## src/rtl/line_window_pkg.sv

```systemverilog
// Shared types and sizing helpers for the 3-row line-window scheduler.
package line_window_pkg;

    localparam int DW_DEFAULT = 8;

    typedef enum logic [2:0] {
        IDLE      = 3'd0,
        PRIME     = 3'd1,
        READ      = 3'd2,
        WAIT_DONE = 3'd3,
        REFILL    = 3'd4,
        FDONE     = 3'd5
    } lw_state_e;

    // Pixels needed to fill all three rows before the first read pass.
    function automatic int prime_pix(input int width);
        return 3 * width;
    endfunction

    // Bits needed to index n distinct values (never less than one bit).
    function automatic int cnt_w(input int n);
        return (n > 1) ? $clog2(n) : 1;
    endfunction

endpackage

```

## src/rtl/line_window_sched_if.sv

```systemverilog
// Pixel-source, line-buffer and kernel signals of the line-window scheduler.
// master = scheduler side, slave = environment (source, line buffer, kernel).
interface line_window_sched_if #(
    parameter int WIDTH  = 5,
    parameter int HEIGHT = 5,
    parameter int DW     = 8
);
    import line_window_pkg::*;

    localparam int CW = cnt_w(WIDTH);
    localparam int RW = cnt_w(HEIGHT);

    logic          src_valid;
    logic [DW-1:0] src_data;
    logic          src_ready;
    logic          lb_wr_en;
    logic [DW-1:0] lb_wr_data;
    logic          lb_rd_en;
    logic [CW-1:0] lb_rd_col;
    logic          kern_ready;
    logic          kern_done;
    logic          win_valid;
    logic [RW-1:0] win_row;

    modport master (
        input  src_valid, src_data, kern_ready, kern_done,
        output src_ready, lb_wr_en, lb_wr_data, lb_rd_en, lb_rd_col, win_valid, win_row
    );

    modport slave (
        output src_valid, src_data, kern_ready, kern_done,
        input  src_ready, lb_wr_en, lb_wr_data, lb_rd_en, lb_rd_col, win_valid, win_row
    );

endinterface

```

## src/rtl/line_window_ctr.sv

```systemverilog
// Up-counter with synchronous load (priority over enable) and a terminal-count flag.
module line_window_ctr #(
    parameter int W = 4
) (
    input  logic         clk,
    input  logic         rst_n,
    input  logic         load,
    input  logic [W-1:0] load_val,
    input  logic         en,
    input  logic [W-1:0] term_val,
    output logic [W-1:0] cnt,
    output logic         at_term
);

    logic [W-1:0] cnt_q;
    logic [W-1:0] cnt_d;

    // Next count: load overrides enable, otherwise hold.
    always_comb begin
        cnt_d = cnt_q;
        if (load) begin
            cnt_d = load_val;
        end else if (en) begin
            cnt_d = cnt_q + W'(1);
        end else begin
            cnt_d = cnt_q;
        end
    end

    // Count register.
    always_ff @(posedge clk or negedge rst_n) begin
        if (!rst_n) begin
            cnt_q <= '0;
        end else begin
            cnt_q <= cnt_d;
        end
    end

    assign cnt     = cnt_q;
    assign at_term = (cnt_q == term_val);

endmodule

```

## src/rtl/line_window_sched.sv

```systemverilog
// Line-window scheduler: primes a 3-row line buffer, then alternates a
// WIDTH-column read pass to the kernel with 1-row refills, HEIGHT-2 times.
// Optional build macro LINE_WINDOW_SCHED_PERF_EN adds the stall_cycles counter.
module line_window_sched
    import line_window_pkg::*;
#(
    parameter int WIDTH  = 5,
    parameter int HEIGHT = 5,
    parameter int DW     = DW_DEFAULT
) (
    input  logic                clk,
    input  logic                rst_n,
    input  logic                start,
    input  logic                abort,
    line_window_sched_if.master bus,
    output logic                busy,
    output logic                frame_done
`ifdef LINE_WINDOW_SCHED_PERF_EN
    ,
    output logic [15:0]         stall_cycles
`endif
);

    localparam int FW = cnt_w(prime_pix(WIDTH));
    localparam int CW = cnt_w(WIDTH);
    localparam int RW = cnt_w(HEIGHT);

    localparam logic [FW-1:0] PRIME_LAST  = FW'(prime_pix(WIDTH) - 1);
    localparam logic [FW-1:0] REFILL_LAST = FW'(WIDTH - 1);
    localparam logic [CW-1:0] COL_LAST    = CW'(WIDTH - 1);
    localparam logic [RW-1:0] ROW_LAST    = RW'(HEIGHT - 3);

    lw_state_e     state_q, state_d;
    logic [RW-1:0] win_row_q, win_row_d;
    logic          win_valid_q, win_valid_d;
    logic          busy_q, busy_d;
    logic          frame_done_q, frame_done_d;

    logic          filling_s;
    logic          wr_en_s;
    logic          rd_en_s;
    logic [FW-1:0] fill_term_s;
    logic [FW-1:0] fill_cnt_s;
    logic          fill_last_s;
    logic [CW-1:0] col_s;
    logic          col_last_s;

    // Strobes decode straight from the registered state so they line up with the data.
    assign filling_s   = (state_q == PRIME) || (state_q == REFILL);
    assign wr_en_s     = filling_s & bus.src_valid;
    assign rd_en_s     = (state_q == READ) & bus.kern_ready;
    assign fill_term_s = (state_q == PRIME) ? PRIME_LAST : REFILL_LAST;

    // Counters sit at zero whenever their phase is not active, so entering a phase starts clean.
    line_window_ctr #(.W(FW)) u_fill_ctr (
        .clk      (clk),
        .rst_n    (rst_n),
        .load     (abort | ~filling_s),
        .load_val ({FW{1'b0}}),
        .en       (wr_en_s),
        .term_val (fill_term_s),
        .cnt      (fill_cnt_s),
        .at_term  (fill_last_s)
    );

    line_window_ctr #(.W(CW)) u_col_ctr (
        .clk      (clk),
        .rst_n    (rst_n),
        .load     (abort | (state_q != READ)),
        .load_val ({CW{1'b0}}),
        .en       (rd_en_s),
        .term_val (COL_LAST),
        .cnt      (col_s),
        .at_term  (col_last_s)
    );

    // Next-state, window-row and registered-output decode; abort overrides everything.
    always_comb begin
        state_d   = state_q;
        win_row_d = win_row_q;
        case (state_q)
            IDLE: begin
                if (start) begin
                    state_d   = PRIME;
                    win_row_d = {RW{1'b0}};
                end else begin
                    state_d = IDLE;
                end
            end
            PRIME, REFILL: begin
                if (wr_en_s && fill_last_s) begin
                    state_d = READ;
                end else begin
                    state_d = state_q;
                end
            end
            READ: begin
                if (rd_en_s && col_last_s) begin
                    state_d = WAIT_DONE;
                end else begin
                    state_d = READ;
                end
            end
            WAIT_DONE: begin
                if (bus.kern_done && (win_row_q == ROW_LAST)) begin
                    state_d = FDONE;
                end else if (bus.kern_done) begin
                    state_d   = REFILL;
                    win_row_d = win_row_q + RW'(1);
                end else begin
                    state_d = WAIT_DONE;
                end
            end
            FDONE: begin
                state_d = IDLE;
            end
            default: begin
                state_d = IDLE;
            end
        endcase

        if (abort) begin
            state_d   = IDLE;
            win_row_d = {RW{1'b0}};
        end else begin
            state_d   = state_d;
            win_row_d = win_row_d;
        end

        busy_d       = (state_d != IDLE);
        frame_done_d = (state_d == FDONE);
        win_valid_d  = rd_en_s & ~abort;
    end

    // State and registered outputs.
    always_ff @(posedge clk or negedge rst_n) begin
        if (!rst_n) begin
            state_q      <= IDLE;
            win_row_q    <= {RW{1'b0}};
            win_valid_q  <= 1'b0;
            busy_q       <= 1'b0;
            frame_done_q <= 1'b0;
        end else begin
            state_q      <= state_d;
            win_row_q    <= win_row_d;
            win_valid_q  <= win_valid_d;
            busy_q       <= busy_d;
            frame_done_q <= frame_done_d;
        end
    end

    assign bus.src_ready  = filling_s;
    assign bus.lb_wr_en   = wr_en_s;
    assign bus.lb_wr_data = wr_en_s ? bus.src_data : {DW{1'b0}};
    assign bus.lb_rd_en   = rd_en_s;
    assign bus.lb_rd_col  = col_s;
    assign bus.win_valid  = win_valid_q;
    assign bus.win_row    = win_row_q;
    assign busy           = busy_q;
    assign frame_done     = frame_done_q;

`ifdef LINE_WINDOW_SCHED_PERF_EN
    logic [15:0] stall_q, stall_d;
    logic        stall_ev_s;

    assign stall_ev_s = (filling_s & ~bus.src_valid) | ((state_q == READ) & ~bus.kern_ready);

    // Saturating stall counter, cleared when a frame starts and held while idle.
    always_comb begin
        stall_d = stall_q;
        if (abort) begin
            stall_d = stall_q;
        end else if ((state_q == IDLE) && start) begin
            stall_d = 16'h0000;
        end else if (stall_ev_s && (stall_q != 16'hFFFF)) begin
            stall_d = stall_q + 16'h0001;
        end else begin
            stall_d = stall_q;
        end
    end

    // Stall counter register.
    always_ff @(posedge clk or negedge rst_n) begin
        if (!rst_n) begin
            stall_q <= 16'h0000;
        end else begin
            stall_q <= stall_d;
        end
    end

    assign stall_cycles = stall_q;
`else
    logic unused_s;
    assign unused_s = &{1'b0, fill_cnt_s};
`endif

endmodule

```

## src/flat_wrapper.sv

```systemverilog
// flat-port wrapper written by rule: the top's interface ports become plain ports
module line_window_sched_flat import line_window_pkg::*;
#(
    parameter int WIDTH  = 5,
    parameter int HEIGHT = 5,
    parameter int DW     = DW_DEFAULT
)
  (clk, rst_n, start, abort, busy, frame_done, bus_src_valid, bus_src_data, bus_kern_ready, bus_kern_done, bus_src_ready, bus_lb_wr_en, bus_lb_wr_data, bus_lb_rd_en, bus_lb_rd_col, bus_win_valid, bus_win_row);
  line_window_sched_if #(.WIDTH(WIDTH), .HEIGHT(HEIGHT), .DW(DW)) bus_i ();
  input  logic clk;
  input  logic rst_n;
  input  logic start;
  input  logic abort;
  output logic busy;
  output logic frame_done;
  input wire logic [$bits(bus_i.src_valid)-1:0] bus_src_valid;
  input wire logic [$bits(bus_i.src_data)-1:0] bus_src_data;
  input wire logic [$bits(bus_i.kern_ready)-1:0] bus_kern_ready;
  input wire logic [$bits(bus_i.kern_done)-1:0] bus_kern_done;
  output wire logic [$bits(bus_i.src_ready)-1:0] bus_src_ready;
  output wire logic [$bits(bus_i.lb_wr_en)-1:0] bus_lb_wr_en;
  output wire logic [$bits(bus_i.lb_wr_data)-1:0] bus_lb_wr_data;
  output wire logic [$bits(bus_i.lb_rd_en)-1:0] bus_lb_rd_en;
  output wire logic [$bits(bus_i.lb_rd_col)-1:0] bus_lb_rd_col;
  output wire logic [$bits(bus_i.win_valid)-1:0] bus_win_valid;
  output wire logic [$bits(bus_i.win_row)-1:0] bus_win_row;
  assign bus_i.src_valid = bus_src_valid;
  assign bus_i.src_data = bus_src_data;
  assign bus_i.kern_ready = bus_kern_ready;
  assign bus_i.kern_done = bus_kern_done;
  assign bus_src_ready = bus_i.src_ready;
  assign bus_lb_wr_en = bus_i.lb_wr_en;
  assign bus_lb_wr_data = bus_i.lb_wr_data;
  assign bus_lb_rd_en = bus_i.lb_rd_en;
  assign bus_lb_rd_col = bus_i.lb_rd_col;
  assign bus_win_valid = bus_i.win_valid;
  assign bus_win_row = bus_i.win_row;
  line_window_sched #(.WIDTH(WIDTH), .HEIGHT(HEIGHT), .DW(DW)) u_core (.clk(clk), .rst_n(rst_n), .start(start), .abort(abort), .bus(bus_i), .busy(busy), .frame_done(frame_done));
endmodule
```

## config.mk

```make
export PLATFORM = sky130hd
export DESIGN_NAME = line_window_sched_flat
export DESIGN_NICKNAME = d
export VERILOG_FILES = /design/src/rtl/line_window_pkg.sv /design/src/rtl/line_window_sched_if.sv /design/src/rtl/line_window_ctr.sv /design/src/rtl/line_window_sched.sv /design/src/flat_wrapper.sv
export SDC_FILE = /design/constraint.sdc
export NUM_CORES = 1
export LEC_CHECK = 0
export ABC_CLOCK_PERIOD_IN_PS = 4110
export CELL_PAD_IN_SITES_DETAIL_PLACEMENT = 0
export CELL_PAD_IN_SITES_GLOBAL_PLACEMENT = 2
export CORE_AREA = 5 5 68 70
export CTS_CLUSTER_DIAMETER = 30
export DETAILED_ROUTE_END_ITERATION = 7
export DIE_AREA = 0 0 73 75
export GPL_TIMING_DRIVEN = 0
export PLACE_DENSITY_LB_ADDON = 0.1
export SLEW_MARGIN = 20
export SYNTH_ARGS = -nofsm -noshare
export SYNTH_HDL_FRONTEND = slang
export SYNTH_HIERARCHICAL = 1
export SYNTH_SLANG_ARGS = --single-unit
export TNS_END_PERCENT = 1
```

## constraint.sdc

```tcl
create_clock -name clk -period 4.11 [get_ports clk]
set_clock_uncertainty 0.05 [all_clocks]
set_input_delay 1.0275 -clock clk [delete_from_list [all_inputs] [get_ports clk]]
set_output_delay 1.0275 -clock clk [all_outputs]
set_load 0.05 [all_outputs]
```

==> results of run 1 <==
==> sequential cells by signal, summed over array words and instances, names as in the netlist <==
signal                 cells
u_core/u_fill_ctr/cnt      4
u_core/bus.win_row         3
u_core/state_q             3
u_core/u_col_ctr/cnt       3
u_core/bus.win_valid       1
u_core/busy                1
u_core/frame_done          1
==> power breakdown <==
group | total, mW | internal, mW | switching, mW
combinational | 0.119 | 0.0533 | 0.0659
sequential | 0.173 | 0.165 | 0.00826
clock | 0.139 | 0.0849 | 0.0541
total | 0.431 | 0.303 | 0.128
==> path summary, 6_finish.rpt <==
path,start,endpoint,slack (ns),cells after the start
setup / recovery,bus_src_valid,bus_lb_wr_data[4],0.19,5
hold / removal,u_core/bus.win_row[2]$_DFFE_PN0P_,u_core/bus.win_row[2]$_DFFE_PN0P_,0.56,2
setup reg to reg,u_core/state_q[1]$_DFF_PN0_,u_core/frame_done$_DFF_PN0_,2.03,7
hold reg to reg,u_core/bus.win_row[2]$_DFFE_PN0P_,u_core/bus.win_row[2]$_DFFE_PN0P_,0.56,2
max in group asynchronous,rst_n,u_core/u_fill_ctr/cnt[2]$_DFFE_PN0P_,2.36,1
min in group asynchronous,rst_n,u_core/bus.win_row[0]$_DFFE_PN0P_,1.17,1
==> what timing repair did <==
| action | CTS | global route |
|---|---|---|
| setup endpoints to repair | 9 | 8 |
| resized for setup | 1 | 0 |
| pin swaps | 0 | 0 |
| endpoints found under the hold margin | 0 | 0 |
| buffers inserted | 0 | 3 |
==> placed cells by master, fill, tap and decap left out, types with 3 or more instances in the layout <==
cell type,synthesis,routed
clkdlybuf4s50_1,0,34
dfrtp_1,16,16
conb_1,2,12
nand2_1,9,9
and2_1,8,8
xor2_1,8,8
o21ai_0,6,6
clkbuf_8,0,4
xnor2_1,4,4
nor2_1,4,4
nor2b_1,4,4
ha_1,4,4
buf_4,1,3
a21oi_1,3,3
mux2i_1,3,3
==> per-stage QoR <==
| stage | power, mW | TNS (ns) | area, um2 | setup slack, ns | utilization [%] |
|---|---|---|---|---|---|
| 2_1_floorplan | 0.247 | 0 | 1120 | 0.479 | - |
| 6_report | 0.431 | 0 | 1620 | 0.187 | 41.3 |
| 5_1_grt | 0.458 | 0 | 1620 | 0.117 | 41.3 |
| 3_3_place_gp | 0.289 | -1.03 | 1520 | -0.129 | 38.8 |
| 4_1_cts | 0.437 | 0 | 1580 | 0.00236 | 40.4 |
| 3_5_place_dp | 0.290 | -1.15 | 1520 | -0.147 | 38.8 |
==> cell families (layout without fill, tap and decap cells) <==
logic type / Yosys count / after routing / share of synthesized area, %
other: 2 / 12 / 0.696
AND/OR/NAND/NOR: 47 / 47 / 28.3
multiplexers: 4 / 4 / 3.82
XOR/XNOR: 12 / 12 / 9.73
buffers and inverters: 6 / 47 / 3.24
AO/OA/AOI/OAI: 19 / 19 / 12.5
adder cells (fa/ha/maj): 4 / 4 / 4.64
flip-flops: 16 / 16 / 37.1
==> metal layers <==
metal | track usage [%] | vias up | share of wire [%]
li1 | - | 483 | -
met1 | 13.8 | 433 | 48
met2 | 17.4 | 27 | 45
met3 | 3.47 | 0 | 7.2
met4 | 3.07 | 0 | 0
met5 | 0 | - | 0
==> final cells by class <==
cell class / instances / area [um2]
Clock buffer: 4 / 55.1
Inverter: 2 / 7.51
Sequential cell: 16 / 400
Multi-Input combinational cell: 98 / 688
Buffer: 4 / 27.5
Tap cell: 50 / 62.6
Timing Repair Buffer: 37 / 375
Fill cell: 409 / 2300
==> critical path: stages <==
cell,delay [ns]
clkdlybuf4s50_1,0.50
nor3b_4,0.23
buf_12,0.15
and2_1,0.12
clkdlybuf4s50_1,0.80
==> results.py, run 1 <==
metrics = {
    "run_status": {
        "outcome": "complete, no violations",
    },
    "final_layout": {
        "drive_above_1_share_pct": 13.0,
        "antenna_cells": 0,
        "syn_to_final_growth_pct": 49.7,
        "final_cells": 211,
        "nets": 181,
    },
    "setup_path": {
        "critPathMaxFanout": 12,
        "crit_type": "primary input to output pin",
        "crit_path_end_kind": "output pin",
        "start_kind": "primary input",
        "required_ns": 3.03,
        "critPathArrivalTime_ns": 2.85,
    },
    "drt": {
        "post_drt_wl_per_cell_um": 12.8,
        "first_pass_iters": 4,
        "initialDrtViolationCount": 19,
        "drt_wl_total_mm": 2.70,
        "antenna_left": 0,
        "post-route-drc-count": 0,
        "routed_via_density": 4.47,
        "vias": 943,
    },
    "clock_tree": {
        "clk_latency_ns": 0.25,
        "numCtsBuffers": 3,
        "ctsLongestPathBuffers": 2,
        "cts_hold_buf": 0,
        "cts_sinks": 16,
        "cts-root-buf": "clkbuf_8",
        "cts_tree": "built",
        "ctsHtreeMaxLevel": 1,
        "clkTransAtPathRegs_ns": 0.06,
    },
    "place": {
        "dp_cells": 204,
        "dpl.hpwl_mm": 2.08,
        "place.gp.congestion": 0.719,
        "io_buffers": 34,
    },
    "timing": {
        "timing.final.crit_share_pct": 95.5,
        "setup_viol": 0,
        "max_slew_margin_pct": 49.6,
        "holdWs_ns": 0.555,
        "min_period_ns": 3.92,
        "maxSlewViolCount": 0,
        "hold_viol": 0,
        "tightest_slew_ns": 0.754,
        "rsz0062_at_grt": "no",
        "max_freq_mhz": 255,
    },
    "synth": {
        "synth_most_common_cell": "dfrtp_1",
        "netlist.area_leader.share_pct": 37.1,
        "yosys_warnings": 6,
        "synth_edf_count": 0,
        "seq_area_frac_synth_pct": 37.1,
        "synthTopCellsByCount": "dfrtp_1, nand2_1, and2_1, xor2_1, o21ai_0",
        "ys_ff_latch": 16,
        "synth_cells": 110,
        "syn_avg_cell_area_um2": 9.82,
        "synth-async-reset-ratio_pct": 100,
        "synth_largest_area_cell": "dfrtp_1",
        "synth.top_cells.by_area": "dfrtp_1, xor2_1, and2_1, ha_1, xnor2_1",
        "synth.cell_area_mm2": 0.00108,
        "ys_types": 43,
        "synthFlopType": "dfrtp_1",
    },
    "global_route": {
        "grt_pass1_vias": 956,
        "grt_use_total_pct": 10.8,
        "grt_overflow_total": 0,
        "antenna_found_initial": 0,
        "grt_max_degree": 17,
        "grt_pass1_wl_mm": 4.55,
    },
    "die": {
        "dieArea_mm2": 0.00548,
        "initial_core_util_pct": 27.6,
        "die_h_um": 75,
        "dieWidth_um": 73,
        "fp.coreArea_mm2": 0.00391,
        "num_rows": 23,
        "ios": 35,
    },
    "flow_run": {
        "drv_cap": 0,
    },
    "pwr": {
        "ir_worst_vdd_uv": 99.6,
        "power_leakage_nw": 0.666,
        "power_density_mw_per_mm2": 267,
    },
    "worst_hold_path": {
        "hold_path.class": "flop to flop",
    },
}
(Power assumes the default switching activity.)
==> run 2, diff against run 1 <==
Settings changed: TNS_END_PERCENT 1 to default.
==> results of run 2 <==
The final DEF is identical to that of run 1; final timing and power are the same.
==> run 3, diff against run 2 <==
Settings changed: ABC_CLOCK_PERIOD_IN_PS 4110 to 4800.
Clock period 4.11 ns to 4.8 ns, I/O delays scaled along.
==> run 3 against run 2 <==
  * Critical path type unchanged
  * Combinational power is 19% lower
  * First-iteration DRC count is 79% higher
  * Sequential power is 14% lower
  * Total power is 16% lower
  * Via count is 1.7% lower
  * Global-route usage is 0.056 points lower
  * Critical path depth is 1 lower
  * Final cell count is 1.4% lower
==> results.py, run 3 (synthesis results as in run 1) <==
metrics = {
    "run_status": {
        "outcome": "complete, no violations",
    },
    "final_layout": {
        "final_cells": 208,
        "largest_reg_flops": 4,
        "antenna_cells": 0,
        "fill_cells": 413,
        "syn_to_final_growth_pct": 45.9,
        "nets": 178,
        "drive_above_1_share_pct": 11.4,
        "final_cell_mix": "clkdlybuf4s50_1, dfrtp_1, conb_1",
        "mostFrequentLayoutCell": "clkdlybuf4s50_1",
        "final_area_mm2": 0.00158,
        "multi_input_area_um2": 682,
        "regArea_um2": 400,
    },
    "flow_run": {
        "drv_cap": 0,
    },
    "die": {
        "die_h_um": 75,
        "num_rows": 23,
        "dieArea_mm2": 0.00548,
        "fp.coreArea_mm2": 0.00391,
        "initial_core_util_pct": 27.6,
        "ios": 35,
        "dieWidth_um": 73,
    },
    "drt": {
        "first_pass_iters": 4,
        "routed_via_density": 4.46,
        "post-route-drc-count": 0,
        "post_drt_wl_per_cell_um": 12.8,
        "drt_wl_total_mm": 2.66,
        "antenna_left": 0,
        "vias": 927,
        "initialDrtViolationCount": 34,
    },
    "timing": {
        "setup_viol": 0,
        "max_slew_margin_pct": 49.7,
        "hold_viol": 0,
        "maxSlewViolCount": 0,
        "timing.final.crit_share_pct": 95.4,
        "min_period_ns": 4.58,
        "rsz0062_at_grt": "no",
        "setup_tns_ns": 0,
        "holdWs_ns": 0.553,
        "max_freq_mhz": 218,
        "tightest_slew_ns": 0.752,
    },
    "clock_tree": {
        "clk_latency_ns": 0.25,
        "cts_hold_buf": 0,
        "ctsHtreeMaxLevel": 1,
        "numCtsBuffers": 3,
        "clkTransAtPathRegs_ns": 0.06,
        "cts_sinks": 16,
        "postCtsSetupBuffers": 0,
        "ctsLongestPathBuffers": 2,
        "cts-root-buf": "clkbuf_8",
        "ctsResizeCount": 0,
        "cts_tree": "built",
    },
    "place": {
        "place.gp.congestion": 0.719,
        "placed_area_mm2": 0.00152,
        "io_buffers": 34,
        "dp_cells": 204,
        "dpl.hpwl_mm": 2.08,
    },
    "worst_hold_path": {
        "hold_path.class": "flop to flop",
    },
    "pwr": {
        "p_sw_share_pct": 29.8,
        "power.switching_mw": 0.108,
        "power_leakage_nw": 0.647,
        "power_density_mw_per_mm2": 231,
        "comb_power_share_pct": 26.6,
        "power_mw": 0.364,
        "p_int_mw": 0.256,
        "clockPowerShare_pct": 32.7,
        "ir_worst_vdd_uv": 84.6,
        "pwr-share-seq_pct": 40.7,
    },
    "setup_path": {
        "critPathMaxFanout": 13,
        "critPathArrivalTime_ns": 3.33,
        "crit_type": "primary input to output pin",
        "required_ns": 3.55,
        "start_kind": "primary input",
        "crit_path_end_kind": "output pin",
        "r2r_slack_ns": 2.71,
    },
    "global_route": {
        "grt_pass1_vias": 956,
        "grt_overflow_total": 0,
        "grt_max_degree": 17,
        "antenna_found_initial": 0,
        "grt_use_total_pct": 10.7,
        "grt_pass1_wl_mm": 4.53,
    },
}
## run 3: cell count changes in the layout (fill, tap and decap cells not counted)
cell     before  now
buf_12        1    0
buf_4         3    1
nor3b_2       0    1
nor3b_4       1    0
## run 3: layout make-up
cell class | count | share of cell area (%)
sequential | 16 | 25.4
tap | 50 | 3.97
inverter | 2 | 0.477
clock buffer | 4 | 3.49
timing repair buffer | 34 | 21.6
buffer | 4 | 1.75
multi-input combinational | 98 | 43.3
## run 3: final timing paths
path	start	endpoint	depth (start not counted)
max	bus_src_valid	bus_lb_wr_data[4]	4
max reg2reg	u_core/state_q[2]$_DFF_PN0_	u_core/u_fill_ctr/cnt[3]$_DFFE_PN0P_	6
max in group asynchronous	rst_n	u_core/u_fill_ctr/cnt[2]$_DFFE_PN0P_	1
min in group asynchronous	rst_n	u_core/bus.win_row[0]$_DFFE_PN0P_	1
min	u_core/bus.win_row[2]$_DFFE_PN0P_	u_core/bus.win_row[2]$_DFFE_PN0P_	2
min reg2reg	u_core/bus.win_row[2]$_DFFE_PN0P_	u_core/bus.win_row[2]$_DFFE_PN0P_	2
## run 3: worst max-delay path, cell delays in order
cell and delay, ns:
clkdlybuf4s50_1 0.48, nor3b_2 0.62, and2_1 0.22, clkdlybuf4s50_1 0.81
## run 3: metrics by stage
stage	utilization, %	setup WS (ns)
after floorplan	-	0.824
after global placement	38.8	0.216
after detailed placement	38.8	0.198
after CTS	40.2	0.191
after global routing	40.2	0.0791
final	40.2	0.220
## run 3: routing by layer
layer,global-route usage [%],part of all wire [%],vias to the layer above
met3,3.47,7.3,0
met4,3.07,0,0
met5,0,0,-
li1,-,-,475
met1,13.7,48,425
met2,17.3,45,27
## run 3: power groups by stage
stage	clock, mW	sequential [mW]	combinational (mW)
2_1_floorplan	0	0.157	0.0546
3_5_place_dp	0	0.151	0.0979
3_3_place_gp	0	0.151	0.0968
5_1_grt	0.131	0.149	0.107
6_report	0.119	0.148	0.0969
4_1_cts	0.126	0.148	0.0982
